[config.mk]
export PLATFORM = sky130hd
export DESIGN_NAME = lcd_dcs_sched_flat
export DESIGN_NICKNAME = d
export VERILOG_FILES = /design/src/rtl/lcd_dcs_sched_if.sv /design/src/rtl/lcd_dcs_sched.sv /design/src/flat_wrapper.sv
export SDC_FILE = /design/constraint.sdc
export NUM_CORES = 1
export LEC_CHECK = 0
export CAP_MARGIN = 0
export CORE_MARGIN = 4
export CORE_UTILIZATION = 30
export CTS_CLUSTER_DIAMETER = 100
export CTS_CLUSTER_SIZE = 8
export DETAILED_ROUTE_END_ITERATION = 8
export PLACE_DENSITY = 0.56
export SYNTH_ARGS = -nofsm -noshare
export SYNTH_HDL_FRONTEND = slang
export SYNTH_SLANG_ARGS = --single-unit
[constraint.sdc]
create_clock -name clk -period 6.5 [get_ports clk]
set_input_delay 1.3 -clock clk [delete_from_list [all_inputs] [get_ports clk]]
set_output_delay 1.3 -clock clk [all_outputs]
set_load 0.03 [all_outputs]
[src/rtl/lcd_dcs_sched_if.sv]
// Command-path bundle between the DCS scheduler, its two runtime requesters,
// the power sequencer and the DSI command-packet transmitter.
interface lcd_dcs_if;
  logic       hs_start;
  logic       req0, req0_has_param, ack0;
  logic [7:0] req0_cmd, req0_param;
  logic       req1, req1_has_param, ack1;
  logic [7:0] req1_cmd, req1_param;
  logic       tx_valid, tx_ready, tx_has_param, tx_done;
  logic [7:0] tx_cmd, tx_param;
  logic       init_done, busy;

  modport slave (
    input  hs_start,
    input  req0, req0_cmd, req0_param, req0_has_param,
    input  req1, req1_cmd, req1_param, req1_has_param,
    input  tx_ready, tx_done,
    output ack0, ack1, tx_valid, tx_cmd, tx_param, tx_has_param, init_done, busy
  );

  modport master (
    output hs_start,
    output req0, req0_cmd, req0_param, req0_has_param,
    output req1, req1_cmd, req1_param, req1_has_param,
    output tx_ready, tx_done,
    input  ack0, ack1, tx_valid, tx_cmd, tx_param, tx_has_param, init_done, busy
  );
endinterface

[src/rtl/lcd_dcs_sched.sv]
// LCD DCS command scheduler: runs the panel bring-up script after hs_start,
// then round-robins the DSI command transmitter between two requesters.
module lcd_dcs_sched #(
  parameter int unsigned TICK_1MS  = 27000,
  parameter int unsigned SLPOUT_MS = 120,
  parameter int unsigned DISPON_MS = 20,
  parameter logic [7:0]  PIXFMT    = 8'h55
) (
  input  logic      clk,
  input  logic      resetn,
  lcd_dcs_if.slave  bus
);

  localparam int unsigned   TW        = (TICK_1MS > 1) ? $clog2(TICK_1MS) : 1;
  localparam logic [TW-1:0] TICK_LAST = TW'(TICK_1MS - 1);

  typedef enum logic [2:0] {
    ST_WAIT_HS, ST_INIT_ISSUE, ST_INIT_WAIT, ST_INIT_DELAY,
    ST_RUN_IDLE, ST_RUN_ISSUE, ST_RUN_WAIT
  } state_e;

  typedef struct packed {
    logic [7:0] cmd;
    logic [7:0] param;
    logic       has_param;
  } pkt_t;

  function automatic pkt_t scr_pkt(input logic [1:0] s);
    case (s)
      2'd0:    scr_pkt = '{8'h11, 8'h00, 1'b0};
      2'd1:    scr_pkt = '{8'h3A, PIXFMT, 1'b1};
      default: scr_pkt = '{8'h29, 8'h00, 1'b0};
    endcase
  endfunction

  function automatic logic [7:0] scr_dly(input logic [1:0] s);
    case (s)
      2'd0:    scr_dly = 8'(SLPOUT_MS);
      2'd1:    scr_dly = 8'd0;
      default: scr_dly = 8'(DISPON_MS);
    endcase
  endfunction

  state_e        state_q, state_d;
  logic [1:0]    step_q, step_d;
  logic [TW-1:0] tick_q;
  logic [7:0]    ms_q, dly;
  logic          rr_q, rr_d;
  logic          ack0_q, ack0_d, ack1_q, ack1_d;
  pkt_t          pkt_q, pkt_d;
  logic          tick_wrap, dly_done;

  always_comb begin
    state_d   = state_q;
    step_d    = step_q;
    rr_d      = rr_q;
    pkt_d     = pkt_q;
    ack0_d    = 1'b0;
    ack1_d    = 1'b0;
    dly       = scr_dly(step_q);
    tick_wrap = (tick_q == TICK_LAST);
    // Delay ends on the tick that would carry the ms counter up to dly.
    dly_done  = (dly == 8'd0) || (tick_wrap && (ms_q == dly - 8'd1));
    case (state_q)
      ST_WAIT_HS: begin
        step_d = 2'd0;
        if (bus.hs_start) begin
          pkt_d   = scr_pkt(2'd0);
          state_d = ST_INIT_ISSUE;
        end
      end
      ST_INIT_ISSUE: if (bus.tx_ready) state_d = ST_INIT_WAIT;
      ST_INIT_WAIT:  if (bus.tx_done)  state_d = ST_INIT_DELAY;
      ST_INIT_DELAY: begin
        if (dly_done) begin
          if (step_q == 2'd2) begin
            state_d = ST_RUN_IDLE;
          end else begin
            step_d  = step_q + 2'd1;
            pkt_d   = scr_pkt(step_q + 2'd1);
            state_d = ST_INIT_ISSUE;
          end
        end
      end
      ST_RUN_IDLE: begin
        // rr_q holds the last grantee; on a tie the other side wins.
        if (bus.req0 && (!bus.req1 || rr_q)) begin
          rr_d    = 1'b0;
          pkt_d   = '{bus.req0_cmd, bus.req0_param, bus.req0_has_param};
          state_d = ST_RUN_ISSUE;
        end else if (bus.req1) begin
          rr_d    = 1'b1;
          pkt_d   = '{bus.req1_cmd, bus.req1_param, bus.req1_has_param};
          state_d = ST_RUN_ISSUE;
        end
      end
      ST_RUN_ISSUE: if (bus.tx_ready) state_d = ST_RUN_WAIT;
      ST_RUN_WAIT: begin
        if (bus.tx_done) begin
          ack0_d  = !rr_q;
          ack1_d  = rr_q;
          state_d = ST_RUN_IDLE;
        end
      end
      default: state_d = ST_WAIT_HS;
    endcase
    // Losing the HS clock abandons everything, including an in-flight grant.
    if (!bus.hs_start) begin
      state_d = ST_WAIT_HS;
      ack0_d  = 1'b0;
      ack1_d  = 1'b0;
    end
  end

  always_ff @(posedge clk or negedge resetn) begin
    if (!resetn) begin
      state_q <= ST_WAIT_HS;
      step_q  <= 2'd0;
      rr_q    <= 1'b1;
      pkt_q   <= '0;
      ack0_q  <= 1'b0;
      ack1_q  <= 1'b0;
      tick_q  <= '0;
      ms_q    <= 8'd0;
    end else begin
      state_q <= state_d;
      step_q  <= step_d;
      rr_q    <= rr_d;
      pkt_q   <= pkt_d;
      ack0_q  <= ack0_d;
      ack1_q  <= ack1_d;
      if (state_d != state_q) begin
        tick_q <= '0;
        ms_q   <= 8'd0;
      end else if (tick_wrap) begin
        tick_q <= '0;
        ms_q   <= ms_q + 8'd1;
      end else begin
        tick_q <= tick_q + TW'(1);
      end
    end
  end

  assign bus.tx_valid     = (state_q == ST_INIT_ISSUE) || (state_q == ST_RUN_ISSUE);
  assign bus.tx_cmd       = pkt_q.cmd;
  assign bus.tx_param     = pkt_q.param;
  assign bus.tx_has_param = pkt_q.has_param;
  assign bus.ack0         = ack0_q;
  assign bus.ack1         = ack1_q;
  assign bus.init_done    = (state_q == ST_RUN_IDLE) || (state_q == ST_RUN_ISSUE) ||
                            (state_q == ST_RUN_WAIT);
  assign bus.busy         = (state_q != ST_WAIT_HS) && (state_q != ST_RUN_IDLE);

endmodule
[src/flat_wrapper.sv]
// flat-port wrapper written by rule: the top's interface ports become plain ports
module lcd_dcs_sched_flat 
#(
  parameter int unsigned TICK_1MS  = 27000,
  parameter int unsigned SLPOUT_MS = 120,
  parameter int unsigned DISPON_MS = 20,
  parameter logic [7:0]  PIXFMT    = 8'h55
)
  (clk, resetn, bus_hs_start, bus_req0, bus_req0_cmd, bus_req0_param, bus_req0_has_param, bus_req1, bus_req1_cmd, bus_req1_param, bus_req1_has_param, bus_tx_ready, bus_tx_done, bus_ack0, bus_ack1, bus_tx_valid, bus_tx_cmd, bus_tx_param, bus_tx_has_param, bus_init_done, bus_busy);
  lcd_dcs_if bus_i ();
  input  logic clk;
  input  logic resetn;
  input wire logic [$bits(bus_i.hs_start)-1:0] bus_hs_start;
  input wire logic [$bits(bus_i.req0)-1:0] bus_req0;
  input wire logic [$bits(bus_i.req0_cmd)-1:0] bus_req0_cmd;
  input wire logic [$bits(bus_i.req0_param)-1:0] bus_req0_param;
  input wire logic [$bits(bus_i.req0_has_param)-1:0] bus_req0_has_param;
  input wire logic [$bits(bus_i.req1)-1:0] bus_req1;
  input wire logic [$bits(bus_i.req1_cmd)-1:0] bus_req1_cmd;
  input wire logic [$bits(bus_i.req1_param)-1:0] bus_req1_param;
  input wire logic [$bits(bus_i.req1_has_param)-1:0] bus_req1_has_param;
  input wire logic [$bits(bus_i.tx_ready)-1:0] bus_tx_ready;
  input wire logic [$bits(bus_i.tx_done)-1:0] bus_tx_done;
  output wire logic [$bits(bus_i.ack0)-1:0] bus_ack0;
  output wire logic [$bits(bus_i.ack1)-1:0] bus_ack1;
  output wire logic [$bits(bus_i.tx_valid)-1:0] bus_tx_valid;
  output wire logic [$bits(bus_i.tx_cmd)-1:0] bus_tx_cmd;
  output wire logic [$bits(bus_i.tx_param)-1:0] bus_tx_param;
  output wire logic [$bits(bus_i.tx_has_param)-1:0] bus_tx_has_param;
  output wire logic [$bits(bus_i.init_done)-1:0] bus_init_done;
  output wire logic [$bits(bus_i.busy)-1:0] bus_busy;
  assign bus_i.hs_start = bus_hs_start;
  assign bus_i.req0 = bus_req0;
  assign bus_i.req0_cmd = bus_req0_cmd;
  assign bus_i.req0_param = bus_req0_param;
  assign bus_i.req0_has_param = bus_req0_has_param;
  assign bus_i.req1 = bus_req1;
  assign bus_i.req1_cmd = bus_req1_cmd;
  assign bus_i.req1_param = bus_req1_param;
  assign bus_i.req1_has_param = bus_req1_has_param;
  assign bus_i.tx_ready = bus_tx_ready;
  assign bus_i.tx_done = bus_tx_done;
  assign bus_ack0 = bus_i.ack0;
  assign bus_ack1 = bus_i.ack1;
  assign bus_tx_valid = bus_i.tx_valid;
  assign bus_tx_cmd = bus_i.tx_cmd;
  assign bus_tx_param = bus_i.tx_param;
  assign bus_tx_has_param = bus_i.tx_has_param;
  assign bus_init_done = bus_i.init_done;
  assign bus_busy = bus_i.busy;
  lcd_dcs_sched #(.TICK_1MS(TICK_1MS), .SLPOUT_MS(SLPOUT_MS), .DISPON_MS(DISPON_MS), .PIXFMT(PIXFMT)) u_core (.clk(clk), .resetn(resetn), .bus(bus_i));
endmodule
# [Word level (Yosys, flattened, before mapping)]
# Index checks and enable logic that the tools add are counted.
[totals] ff_bits=48 inputBits=41 out_inout_bits=22
[op_classes] reduce_logical=22 add_sub_neg=4 eq_ne=17 muxes=33
[ops] op="2-to-1 mux 17 bit" n=5
[ops] op="one-hot mux 17 bit (3 select lines)" n=1
[ops] op="2-to-1 mux 15 bit" n=2
[ops] op="one-hot mux 15 bit (2 select lines)" n=1
[ops] op="2-to-1 mux 3 bit" n=9
[ops] op="one-hot mux 3 bit (7 select lines)" n=1
[ops] op="2-to-1 mux 8 bit" n=2
[ops] op="adder 15 x 1 -> 15 bit, second input constant" n=1
[ops] op="equality test 15 bit, second input constant" n=1
[ops] op="one-hot mux 7 bit (2 select lines)" n=1
[ops] op="equality test 3 bit, second input constant" n=3
[ops] op="adder 8 x 1 -> 8 bit, second input constant" n=1
[ops] op="equality test 8 bit" n=1
[ops] op="zero test 8 bit" n=1
[ops] op="2-to-1 mux 1 bit" n=8
[ops] op="subtractor 7 x 1 -> 8 bit, second input constant" n=1
[ops] op="equality test 3 x 2 -> 1 bit, second input constant" n=2
[ops] op="nonzero test 2 bit" n=3
[ops] op="nonzero test 3 bit" n=2
[ops] op="logical OR 1 bit" n=5
[ops] op="AND reduction 5 bit" n=1
[ops] op="equality test 2 x 1 -> 1 bit, second input constant" n=2
[ops] op="zero test 2 bit" n=2
[ops] op="2-to-1 mux 2 bit" n=2
[ops] op="other kinds (14)" n=18

# [Depth between registers and ports, before layout]
[depth] depth_word=11 ltp_mapped=8 depth_no_buf=7

# [Worst setup path after synthesis]
# Ideal clock, no wire load.
[synth_path] path_type="input to register" from="input port bus_req1" to="register u_core.pkt_q, in the netlist u_core.bus.tx_cmd[5]" required_ns=6.375 t_arrival_ns=2.682 setup_ns=0.125 setup_slack_ns=3.693 path_buffers=2 cell_stages=7 path_cell_list="nand2b_1 -> and2_1 -> clkbuf_1 -> clkbuf_1 -> mux2i_1 -> o22ai_1 -> mux2_2"
[synth_between] elab_chain_cells=5 word_cells_on_any_way=7 cone_classes="eq/ne (1); mux (2); reduce/logical (4)"
[synth_lines] item="start: declaration" line_no="flat_wrapper.sv:18" source="input wire logic [$bits(bus_i.req1)-1:0] bus_req1;"
[synth_lines] item="zero test 1 bit" line_no="lcd_dcs_sched.sv:87" source="if (bus.req0 && (!bus.req1 || rr_q)) begin"
[synth_lines] item="logical OR 1 bit" line_no="lcd_dcs_sched.sv:87"
[synth_lines] item="logical AND 1 bit" line_no="lcd_dcs_sched.sv:87"
[synth_lines] item="!= test 3 x 2 -> 1 bit (no source line) or 2-to-1 mux 17 bit (tied branches)"
[synth_lines] item="AND reduction 5 bit (no source line) or one-hot mux 17 bit (3 select lines) (tied branches)"
[synth_lines] item="end signal: assignment" line_no="lcd_dcs_sched.sv:129" source="pkt_q <= pkt_d;"
[synth_lines] item="end: declaration" line_no="lcd_dcs_sched.sv:50" source="pkt_t pkt_q, pkt_d;"
# Several ways; a longest one is shown, not always the timed one.
# A chain may end at the register's enable or synchronous reset.

# [Final worst setup path]
[layout_path] from="input port bus_hs_start" to="register u_core.ms_q[6]"
[layout_between] elab_chain_cells=3 word_cells_on_any_way=4 cone_classes="eq/ne (1); mux (2); reduce/logical (1)"
[layout_lines] item="start: declaration" line_no="flat_wrapper.sv:13" source="input wire logic [$bits(bus_i.hs_start)-1:0] bus_hs_start;"
[layout_lines] item="2-to-1 mux 3 bit (*)" line_no="lcd_dcs_sched.sv:108" source="if (!bus.hs_start) begin"
[layout_lines] item="!= test 3 bit (*)" line_no="lcd_dcs_sched.sv:132" source="if (state_d != state_q) begin"
[layout_lines] item="2-to-1 mux 8 bit or nonzero test 2 bit (tied branches)"
[layout_lines] item="end signal: assignment" line_no="lcd_dcs_sched.sv:137" source="ms_q <= ms_q + 8'd1;"
[layout_lines] item="end: declaration" line_no="lcd_dcs_sched.sv:47" source="logic [7:0] ms_q, dly;"
# Every way passes the cells marked *; elsewhere a longest branch is shown, timed or not.

==> metrics.md <==
| Metric | Value |
|---|---|
| Outcome | `finished clean` |
| Synth cell types | `49` |
| Worst Hold Launch | `u_core.tick_q[0]` |
| Largest net degree at the start of global routing | `49` |
| CP required | `6660 ps` |
| Leakage | `0.00149 uW` |
| Die height | `105 um` |
| Area growth syn-to-layout | `29.1%` |
| Core area | `9150 um2` |
| Mapped Avg Cell Area | `9.83 um2` |
| Remaining antenna violation count | `0` |
| R2R setup slack | `3410 ps` |
| Post-synth EDFFs | `0` |
| Drt drc | `0` |
| Routability Congestion | `0.814` |
| Period utilization | `50.7%` |
| Async SR Flop Fraction | `100%` |
| Most common cell after layout, fill and taps aside | `clkdlybuf4s50_1` |
| First-pass GRT wire length | `11,200 um` |
| CTS buffer count | `5` |
| H-tree Lvls | `2` |
| Post-DP HPWL | `4840 um` |
| Unrepaired setup endpoints after global routing | `no` |
| Starting Density | `30.6%` |
| Top post-synthesis cells by area | `dfrtp_1, mux2_4, nand2_1` |
| Maximum clock frequency | `303 MHz` |
| DRT Wirelength | `6530 um` |
| Initial antenna violation count | `0` |
| Root Driver | `clkbuf_8` |
| Seq cells post-synth | `48` |
| Slew margin rel. | `34.6%` |
| RR Startpoint | `u_core.tick_q[0]` |
| Rows | `35` |
| Hold Buf Count CTS | `0` |
| Input/output buffers | `62` |
| Vias per inst | `4.96` |
| CP arrival | `3450 ps` |
| Final nets | `395` |
| Reg clk slew, reported paths | `90 ps` |
| Die area | `11,000 um2` |
| CP Capture Type | `flip-flop` |
| DRT Pass-1 Iters | `4` |
| Post-Syn Area | `2800 um2` |
| Ant diodes | `0` |
| Startpoint Class | `input pin` |
| YS warnings | `0` |
| Slew Limit Fails | `0` |
| TritonCTS clock tree | `yes` |
| Total GRT Usage | `12.2%` |
| Hold depth | `1` |
| Nets in the synthesized netlist | `334` |
| Post-synth top area share | `42.0%` |
| TNS Setup | `0 ps` |
| Crit Path Category | `input pin to flip-flop` |
| Critical Path Fanout Max | `13` |
| Clock Skews | `11.9 ps` |
| Mapped Cells | `285` |
| Area leader, netlist | `dfrtp_1` |
| Worst R2R End | `u_core.bus.tx_cmd[2]` |
| Tmin final | `3300 ps` |
| Endpoints failing setup | `0` |
| Via count | `2,270` |
| Seq/Total Area, Yosys | `42.9%` |
| Maximum clock insertion buffer count | `2` |
| Worst-margin pin slew | `977 ps` |
| Final total power | `791 uW` |
| CTS Sinks | `48` |
| Post-DP Area | `3510 um2` |
| Layout cell share with drive strength beyond 1 | `10.1%` |
| Post-route cell area | `3620 um2` |
| Primary FF master, synth | `dfrtp_1` |
| Power density over the cells | `219 nW/um2` |
| Die X | `105 um` |
| Worst skew pair latency | `310 ps` |
| Endpoint, Worst Hold | `u_core.tick_q[0]` |
| Hold Fails Final Rpt | `0` |
| Peak VDD IR | `0.000107 V` |
| Post-cts resize count | `0` |
| DR iter-0 viols | `95` |
| Gr ovfl total | `0` |
| I/O pins | `63` |
| Vias in the first global route | `2,243` |
| Post-DR wirelength/cell | `14.3 um` |
| Commonest non-fill, non-tap cells in the layout | `clkdlybuf4s50_1, dfrtp_1, nand2_1` |
| Max_cap viols | `0` |
| Reg2reg path depth | `6` |
| # Post-CTS Setup Buffers | `0` |
| Tightest Hold Check Type | `flip-flop to flip-flop` |
metrics by stage:
stage               util (%)  hold slack, ps  setup WS [ps]  std cells
detailed placement      38.3             492           2810        450
CTS                     39.5             505           3150        458
floorplan                  -             448           3690        285
global route            39.5             527           2990        458
global placement        38.3             478           2850        450
finish                  39.5             498           3200        458
how the worst max path moves through the flow:
| stage | start | to | slack (ps) | cells past startpoint |
|---|---|---|---|---|
| 4_1_cts | bus_hs_start | u_core.ms_q[6] | 3150 | 6 |
| 6_report | bus_hs_start | u_core.ms_q[6] | 3200 | 6 |
| 3_3_place_gp | bus_hs_start | u_core.ms_q[1] | 2850 | 6 |
| 3_5_place_dp | bus_hs_start | u_core.tick_q[9] | 2810 | 6 |
| 5_1_grt | bus_hs_start | u_core.ms_q[6] | 2990 | 6 |
| 2_1_floorplan | bus_req1 | u_core.bus.tx_cmd[5] | 3690 | 7 |
cell type report:
| cell class | instances | area [um2] |
|---|---|---|
| fillers | 921 | 5530 |
| multi-input cells | 216 | 1500 |
| repair buffers | 63 | 623 |
| inverters | 12 | 45.0 |
| clock inverters | 3 | 42.5 |
| flip-flops and latches | 48 | 1200 |
| well taps | 111 | 139 |
| clock buffers | 5 | 68.8 |
logic make-up (layout without fill, tap and decap cells):
family / count (synthesis) / count (layout) / share of synthesized area, %
multiplexers: 28 / 28 / 12.1
flip-flops: 48 / 48 / 42.9
AND/OR/NAND/NOR: 115 / 115 / 20.1
XOR/XNOR: 22 / 22 / 6.88
adder cells (fa/ha/maj): 8 / 8 / 3.57
AO/OA/AOI/OAI: 43 / 43 / 10.8
buffers and inverters: 21 / 83 / 3.66
sequential cells by signal (all words and copies together) (netlist names):
signal,flops
u_core.rr_q,1
u_core.ms_q,8
u_core.tick_q,15
u_core.bus.tx_param,8
u_core.bus.ack0,1
u_core.state_q,3
u_core.step_q,2
u_core.bus.tx_has_param,1
u_core.bus.tx_cmd,8
u_core.bus.ack1,1
critical path: stages:
cell,delay (ps)
clkdlybuf4s50_1,540
nor2b_1,220
a2111oi_0,410
a211oi_1,90
o211ai_1,790
nor2_1,110
where the power goes:
group	total [uW]	internal, uW	switching, uW
Combinational	229	101	128
Sequential	344	320	24.0
Clock	218	114	104
Total	791	535	256
layer usage:
metal	vias to the layer above	global-route usage [%]	share of wire [%]
met5	-	0	0
met1	1091	16.3	48
met4	0	3.37	1.0
li1	1108	-	-
met2	64	19.7	46
met3	7	3.15	5.2
Yosys cell counts (all sizes together), types with 3 or more instances:
cell type  count
nand3          9
o211ai         3
dfrtp         47
mux2          17
buf            3
o21ai         13
nand4          6
xnor2          9
clkbuf         6
and3           3
nor3           6
xor2          13
o22ai          3
nor2          34
inv           12
mux2i         11
ha             8
nor2b          3
nand2         36
and2           3
a21oi         11
Power figures use the tool's default switching activity.
